[src/rtl/sum_frame_accumulator_pkg.sv]
// Shared constants and state type for the sum-of-N frame accumulator.
package sum_frame_accumulator_pkg;

  localparam int N_W     = 4;
  localparam int SUM_W   = 7;
  localparam int SUM_MAX = 120;

  typedef enum logic {ACC, HOLD} state_t;

  // Triangular number n*(n+1)/2; 8-bit product holds 15*16 = 240.
  function automatic logic [SUM_W-1:0] tri_num(input logic [N_W-1:0] n);
    logic [7:0] p;
    p = {4'b0, n} * ({4'b0, n} + 8'd1);
    return SUM_W'(p >> 1);
  endfunction

endpackage

[src/rtl/sum_frame_accumulator_if.sv]
// Sample-in / frame-result-out handshake bundle for sum_frame_accumulator.
interface sum_frame_accumulator_if
  import sum_frame_accumulator_pkg::*;
#(
  parameter int FRAME_LEN = 8,
  parameter int TOT_W     = 10
) ();
  localparam int CNT_W = $clog2(FRAME_LEN + 1);

  logic             in_valid;
  logic             in_ready;
  logic [N_W-1:0]   in_n;
  logic [SUM_W-1:0] in_s;
  logic             in_last;
  logic             flush;
  logic             out_valid;
  logic             out_ready;
  logic [TOT_W-1:0] out_total;
  logic [CNT_W-1:0] out_count;
  logic             out_sat;
  logic             err;

  modport master (
    output in_valid, in_n, in_s, in_last, flush, out_ready,
    input  in_ready, out_valid, out_total, out_count, out_sat, err
  );

  modport slave (
    input  in_valid, in_n, in_s, in_last, flush, out_ready,
    output in_ready, out_valid, out_total, out_count, out_sat, err
  );
endinterface

[src/rtl/sum_frame_accumulator_nsum_ref_check.sv]
// Recomputes n*(n+1)/2 and flags a sample whose S disagrees with its N.
module nsum_ref_check
  import sum_frame_accumulator_pkg::*;
(
  input  logic [N_W-1:0]   n_i,
  input  logic [SUM_W-1:0] s_i,
  output logic             mismatch_o
);
  assign mismatch_o = (tri_num(n_i) != s_i);
endmodule

[src/rtl/sum_frame_accumulator.sv]
// Accumulates S over a frame of up to FRAME_LEN samples and hands the total out.
// Optional sum checker enabled by defining SUM_CHECK_EN.
module sum_frame_accumulator
  import sum_frame_accumulator_pkg::*;
#(
  parameter int FRAME_LEN = 8,
  parameter int TOT_W     = 10
) (
  input logic clk,
  input logic rst_n,
  sum_frame_accumulator_if.slave bus
);
  localparam int CNT_W = $clog2(FRAME_LEN + 1);

  state_t           state_q;
  logic [TOT_W-1:0] acc_q, acc_d;
  logic [CNT_W-1:0] cnt_q, cnt_d;
  logic             sat_q, sat_d;
  logic             out_valid_q, out_sat_q;
  logic [TOT_W-1:0] out_total_q;
  logic [CNT_W-1:0] out_count_q;
  logic [TOT_W:0]   sum_wide;
  logic             frame_end;

  // One extra bit catches overflow; once saturated, acc stays all-ones.
  assign sum_wide  = {1'b0, acc_q} + {{(TOT_W+1-SUM_W){1'b0}}, bus.in_s};
  assign sat_d     = sat_q | sum_wide[TOT_W];
  assign acc_d     = sum_wide[TOT_W] ? {TOT_W{1'b1}} : sum_wide[TOT_W-1:0];
  assign cnt_d     = cnt_q + CNT_W'(1);
  assign frame_end = (cnt_d == CNT_W'(FRAME_LEN)) || bus.in_last;

  always_ff @(posedge clk or negedge rst_n) begin
    if (!rst_n) begin
      state_q     <= ACC;
      acc_q       <= '0;
      cnt_q       <= '0;
      sat_q       <= 1'b0;
      out_valid_q <= 1'b0;
      out_total_q <= '0;
      out_count_q <= '0;
      out_sat_q   <= 1'b0;
    end else if (bus.flush) begin
      state_q     <= ACC;
      acc_q       <= '0;
      cnt_q       <= '0;
      sat_q       <= 1'b0;
      out_valid_q <= 1'b0;
    end else begin
      case (state_q)
        ACC: if (bus.in_valid) begin
          acc_q <= acc_d;
          cnt_q <= cnt_d;
          sat_q <= sat_d;
          if (frame_end) begin
            state_q     <= HOLD;
            out_valid_q <= 1'b1;
            out_total_q <= acc_d;
            out_count_q <= cnt_d;
            out_sat_q   <= sat_d;
          end
        end
        HOLD: if (out_valid_q && bus.out_ready) begin
          state_q     <= ACC;
          acc_q       <= '0;
          cnt_q       <= '0;
          sat_q       <= 1'b0;
          out_valid_q <= 1'b0;
        end
        default: state_q <= ACC;
      endcase
    end
  end

  assign bus.in_ready  = (state_q == ACC);
  assign bus.out_valid = out_valid_q;
  assign bus.out_total = out_total_q;
  assign bus.out_count = out_count_q;
  assign bus.out_sat   = out_sat_q;

`ifdef SUM_CHECK_EN
  logic mismatch, err_q;

  nsum_ref_check u_chk (
    .n_i        (bus.in_n),
    .s_i        (bus.in_s),
    .mismatch_o (mismatch)
  );

  // Flush does not clear the error; only reset does.
  always_ff @(posedge clk or negedge rst_n) begin
    if (!rst_n)                                                  err_q <= 1'b0;
    else if (!bus.flush && state_q == ACC && bus.in_valid && mismatch) err_q <= 1'b1;
  end

  assign bus.err = err_q;
`else
  logic unused_n;
  assign unused_n = ^bus.in_n;
  assign bus.err  = 1'b0;
`endif

endmodule

[src/flat_wrapper.sv]
// flat-port wrapper written by rule: the top's interface ports become plain ports
module sum_frame_accumulator_flat import sum_frame_accumulator_pkg::*;
#(
  parameter int FRAME_LEN = 8,
  parameter int TOT_W     = 10
)
  (clk, rst_n, bus_in_valid, bus_in_n, bus_in_s, bus_in_last, bus_flush, bus_out_ready, bus_in_ready, bus_out_valid, bus_out_total, bus_out_count, bus_out_sat, bus_err);
  sum_frame_accumulator_if #(.FRAME_LEN(FRAME_LEN), .TOT_W(TOT_W)) bus_i ();
  input logic clk;
  input logic rst_n;
  input wire logic [$bits(bus_i.in_valid)-1:0] bus_in_valid;
  input wire logic [$bits(bus_i.in_n)-1:0] bus_in_n;
  input wire logic [$bits(bus_i.in_s)-1:0] bus_in_s;
  input wire logic [$bits(bus_i.in_last)-1:0] bus_in_last;
  input wire logic [$bits(bus_i.flush)-1:0] bus_flush;
  input wire logic [$bits(bus_i.out_ready)-1:0] bus_out_ready;
  output wire logic [$bits(bus_i.in_ready)-1:0] bus_in_ready;
  output wire logic [$bits(bus_i.out_valid)-1:0] bus_out_valid;
  output wire logic [$bits(bus_i.out_total)-1:0] bus_out_total;
  output wire logic [$bits(bus_i.out_count)-1:0] bus_out_count;
  output wire logic [$bits(bus_i.out_sat)-1:0] bus_out_sat;
  output wire logic [$bits(bus_i.err)-1:0] bus_err;
  assign bus_i.in_valid = bus_in_valid;
  assign bus_i.in_n = bus_in_n;
  assign bus_i.in_s = bus_in_s;
  assign bus_i.in_last = bus_in_last;
  assign bus_i.flush = bus_flush;
  assign bus_i.out_ready = bus_out_ready;
  assign bus_in_ready = bus_i.in_ready;
  assign bus_out_valid = bus_i.out_valid;
  assign bus_out_total = bus_i.out_total;
  assign bus_out_count = bus_i.out_count;
  assign bus_out_sat = bus_i.out_sat;
  assign bus_err = bus_i.err;
  sum_frame_accumulator #(.FRAME_LEN(FRAME_LEN), .TOT_W(TOT_W)) u_core (.clk(clk), .rst_n(rst_n), .bus(bus_i));
endmodule
[config.mk]
export PLATFORM = sky130hd
export DESIGN_NAME = sum_frame_accumulator_flat
export DESIGN_NICKNAME = d
export VERILOG_FILES = /design/src/rtl/sum_frame_accumulator_pkg.sv /design/src/rtl/sum_frame_accumulator_if.sv /design/src/rtl/sum_frame_accumulator_nsum_ref_check.sv /design/src/rtl/sum_frame_accumulator.sv /design/src/flat_wrapper.sv
export SDC_FILE = /design/constraint.sdc
export NUM_CORES = 1
export LEC_CHECK = 0
export ABC_AREA = 1
export CORE_ASPECT_RATIO = 0.6
export CORE_MARGIN = 5
export CORE_UTILIZATION = 52
export DETAILED_ROUTE_END_ITERATION = 6
export PLACE_DENSITY = 0.89
export SYNTH_ARGS = -nofsm -noshare
export SYNTH_HDL_FRONTEND = slang
export SYNTH_SLANG_ARGS = --single-unit
[constraint.sdc]
create_clock -name clk -period 2.1 [get_ports clk]
set_input_delay 0.315 -clock clk [delete_from_list [all_inputs] [get_ports clk]]
set_output_delay 0.315 -clock clk [all_outputs]
set_load 0.05 [all_outputs]
==> impl_metrics.csv <==
group,metric,value,unit
setup_path,cp_common_cell,"nand2_1",
power,seqPwrFrac,36.5,%
setup_path,startpoint,"bus_in_s[0]",
clock_network,cts_made_buffers,5,
die,fp.dieW,87.46,um
clock_network,clk_latency,0.29,ns
sta,fin_crit_sh,92.86,%
logic_synthesis,syn_area,0.001872,mm2
setup_path,endpoint,"u_core.bus.out_total[2]$_DFFE_PN0P_",
detailed_routing,avgViaCountPerCell,4.973,
power,leakagePower,1.291,nW
setup_path,cp.depth,11,
setup_path,worstPathCellList,"clkdlybuf4s50_1 > ha_1 > fa_1 > nand3_1 > nand3_2 > nand2_1 > nand2_2 > nand3_4 > o21ai_1 > nand2_1 > nand2_1",
sta,setup_viol,0,
grt,grt_max_degree,33,
detailed_routing,via_count,1656,
layout,drive_above_1_share,10.76,%
sta,slew_violations,0,
layout,area_delta_synth_final,24.60,%
sta,tightest_slew,0.5084,ns
clock_network,cts_tree,"built",
sta,maxSlewHeadroom,66.00,%
grt,antenna_found_initial,0,
place,placedCellCount,325,
place,hpwl,3000,um
setup_path,crit_path_max_incr_delay,0.42,ns
logic_synthesis,yosys_warnings,0,
grt,grt_overflow,0,
setup_path,critPathArrivalTime,2.14,ns
detailed_routing,drc,0,
setup_path,crit_path_max_fanout,8,
logic_synthesis,async_reset_ff_share,100.0,%
status,status,"completed",
setup_path,critical-path-top-delay-family,"simple AND/OR/NAND/NOR gates",
logic_synthesis,synthDistinctLibCells,26,
clock_network,clk_pin_slew,0.07,ns
detailed_routing,ant_nets,0,
logic_synthesis,synth-seq-area-share,42.78,%
setup_path,critPathSlowestCell,"clkdlybuf4s50_1",
detailed_routing,drt_iter0_drc,134,
logic_synthesis,yosysMostFrequentCell,"nand2_1",
layout,fin_nets,313,
power,ir_drop,0.7677,mV
sta,grt_setup_unrepaired,"no",
setup_path,crit_path_end_kind,"flop",
die,dieArea,0.004939,mm2
sta,hold_slack,0.4309,ns
clock_network,cts-root-buf,"clkbuf_8",
place,place_congestion,0.9077,
sta,clock_skew,0.008599,ns
die,pin_count,35,
power,clockPowerShare,26.7,%
logic_synthesis,synth_top_cells_by_count,"nand2_1 (112), dfrtp_1 (32), inv_1 (25), nand3_1 (17), nor2_1 (11)",
logic_synthesis,synth.largest_area_cell,"dfrtp_1",
logic_synthesis,ys.flop_type,"dfrtp_1",
clock_network,clock-sinks,32,
die,initial_core_util,55.65,%
logic_synthesis,syn_inst,250,
setup_path,reg2regPathDepth,10,
clock_network,htree_levels,2,
power,switching_share,38.03,%
clock_network,ctsResizeCount,0,
sta,period_minus_slack,1.950,ns
layout,n_fill_cell,271,
layout,n_antenna_cell,0,
setup_path,r2r_end,"u_core.bus.out_total[2]$_DFFE_PN0P_",
detailed_routing,wirelength,4086,um
power,p_int,1.352,mW
die,fp-row-count,16,
flow_run,maxCapViolCount,0,
detailed_routing,wire_per_inst,12.27,um
setup_path,regToRegSetupSlack,0.23,ns
detailed_routing,dr.pass1.iters,4,
logic_synthesis,synth_fp_nets,276,
die,chipHeight,56.48,um
power,power_density,935.7,mW/mm2
logic_synthesis,ys_ff_latch,32,
clock_network,clock_path_buffers,2,
grt,grt_usage,18.11,%
sta,clock.fmax,512.8,MHz
setup_path,startpoint_type,"input pin",
setup_path,r2r-start,"u_core.acc_q[0]$_DFFE_PN0P_",
logic_synthesis,yosys-top-cells-area,"dfrtp_1 (43%), nand2_1 (22%), ha_1 (5.3%)",
grt,grt_pass1_wl,7127,um
logic_synthesis,synthDominantCellAreaShare,42.78,%
sta,finalHoldViolations,0,
place,io_buffers,29,
worst_hold_path,hold_class,"input pin to async pin",
clock_network,postCtsSetupBuffers,0,
power,p_sw,0.8299,mW
power,comb_power_share,36.8,%
grt,grt_pass1_vias,1579,
setup_path,critical_path_required,2.29,ns
logic_synthesis,syn_avg_cell_area,7.487,um2
layout,stdcell_count,333,
clock_network,ctsHoldBuffers,0,
die,coreArea,0.003363,mm2
setup_path,critPathKind,"input pin to flop",
logic_synthesis,synth_edf_count,0,
setup_path,path_buf_inv,1,
[power groups by stage]
stage | combinational [mW] | clock [mW] | sequential (mW)
after floorplan | 0.301 | 0 | 1.04
after global placement | 0.789 | 0 | 0.801
after detailed placement | 0.800 | 0 | 0.805
after CTS | 0.807 | 0.593 | 0.796
after global routing | 0.874 | 0.617 | 0.814
final | 0.804 | 0.583 | 0.796
[through the flow]
step	worst slack, ns	utilization, %	cell area, um2	setup TNS (ns)	power, mW
floorplan	0.3528	-	1872	0	1.337
global placement	-0.1191	66.00	2220	-1.473	1.590
detailed placement	-0.1723	66.00	2220	-2.480	1.605
CTS	0.1248	69.20	2327	0	2.195
global route	0.02507	69.35	2332	0	2.304
finish	0.1500	69.35	2332	0	2.182
[how the worst min path moves through the flow]
stage                                   startpoint                                  end  slack, ns
2_1_floorplan                                rst_n          u_core.acc_q[0]$_DFFE_PN0P_       0.02
3_3_place_gp   u_core.bus.out_total[9]$_DFFE_PN0P_  u_core.bus.out_total[9]$_DFFE_PN0P_       0.46
3_5_place_dp   u_core.bus.out_total[0]$_DFFE_PN0P_  u_core.bus.out_total[0]$_DFFE_PN0P_       0.46
4_1_cts                                      rst_n          u_core.acc_q[2]$_DFFE_PN0P_       0.45
5_1_grt                                      rst_n          u_core.acc_q[2]$_DFFE_PN0P_       0.48
6_report                                     rst_n  u_core.bus.out_total[5]$_DFFE_PN0P_       0.43
[cells in the final DEF, fill, tap and decap left out, types with 2 or more instances in the layout]
| cell type | n |
|---|---|
| or2_1 | 2 |
| ha_1 | 8 |
| clkdlybuf4s50_1 | 29 |
| a21oi_1 | 5 |
| nand3_2 | 4 |
| dfrtp_1 | 32 |
| o21ai_2 | 2 |
| o21ai_0 | 3 |
| nand2_1 | 112 |
| inv_2 | 3 |
| clkbuf_8 | 5 |
| nor2_1 | 11 |
| inv_1 | 25 |
| xnor2_1 | 3 |
| buf_4 | 7 |
| nand2_2 | 3 |
| o21ai_1 | 6 |
| nand3_1 | 16 |
| nand4_1 | 2 |
[routing by layer]
layer / wire length [um] / track usage, %
met5: 0 / 0
met4: 49 / 5.252
met3: 322 / 4.825
met2: 1640 / 25.64
met1: 2073 / 26.75
[cell type report]
class                      instances  area [um2]  share of cell area [%]
multi-input combinational        184       919.6                   39.43
sequential                        32       800.8                   34.33
timing repair buffer              36       342.8                   14.70
inverter                          28       105.1                   4.506
clock buffer                       6       72.57                   3.112
tap                               45       56.30                   2.414
clock inverter                     2       35.03                   1.502
[kinds of logic after synthesis]
kind of cell / count (synthesis) / synth area share, %
other: 1 / 0.2003
adder cells (fa/ha/maj): 9 / 6.417
AND/OR/NAND/NOR: 154 / 35.70
AO/OA/AOI/OAI: 17 / 5.147
flip-flops: 32 / 42.78
XOR/XNOR: 3 / 1.404
buffers and inverters: 34 / 8.356
[state kept, by name (all words and copies together) (netlist names)]
signal / flops
u_core.acc_q: 10
u_core.bus.out_count: 4
u_core.bus.out_sat: 1
u_core.bus.out_total: 10
u_core.bus.out_valid: 1
u_core.cnt_q: 4
u_core.sat_q: 1
u_core.state_q: 1
Power figures use the tool's default switching activity.
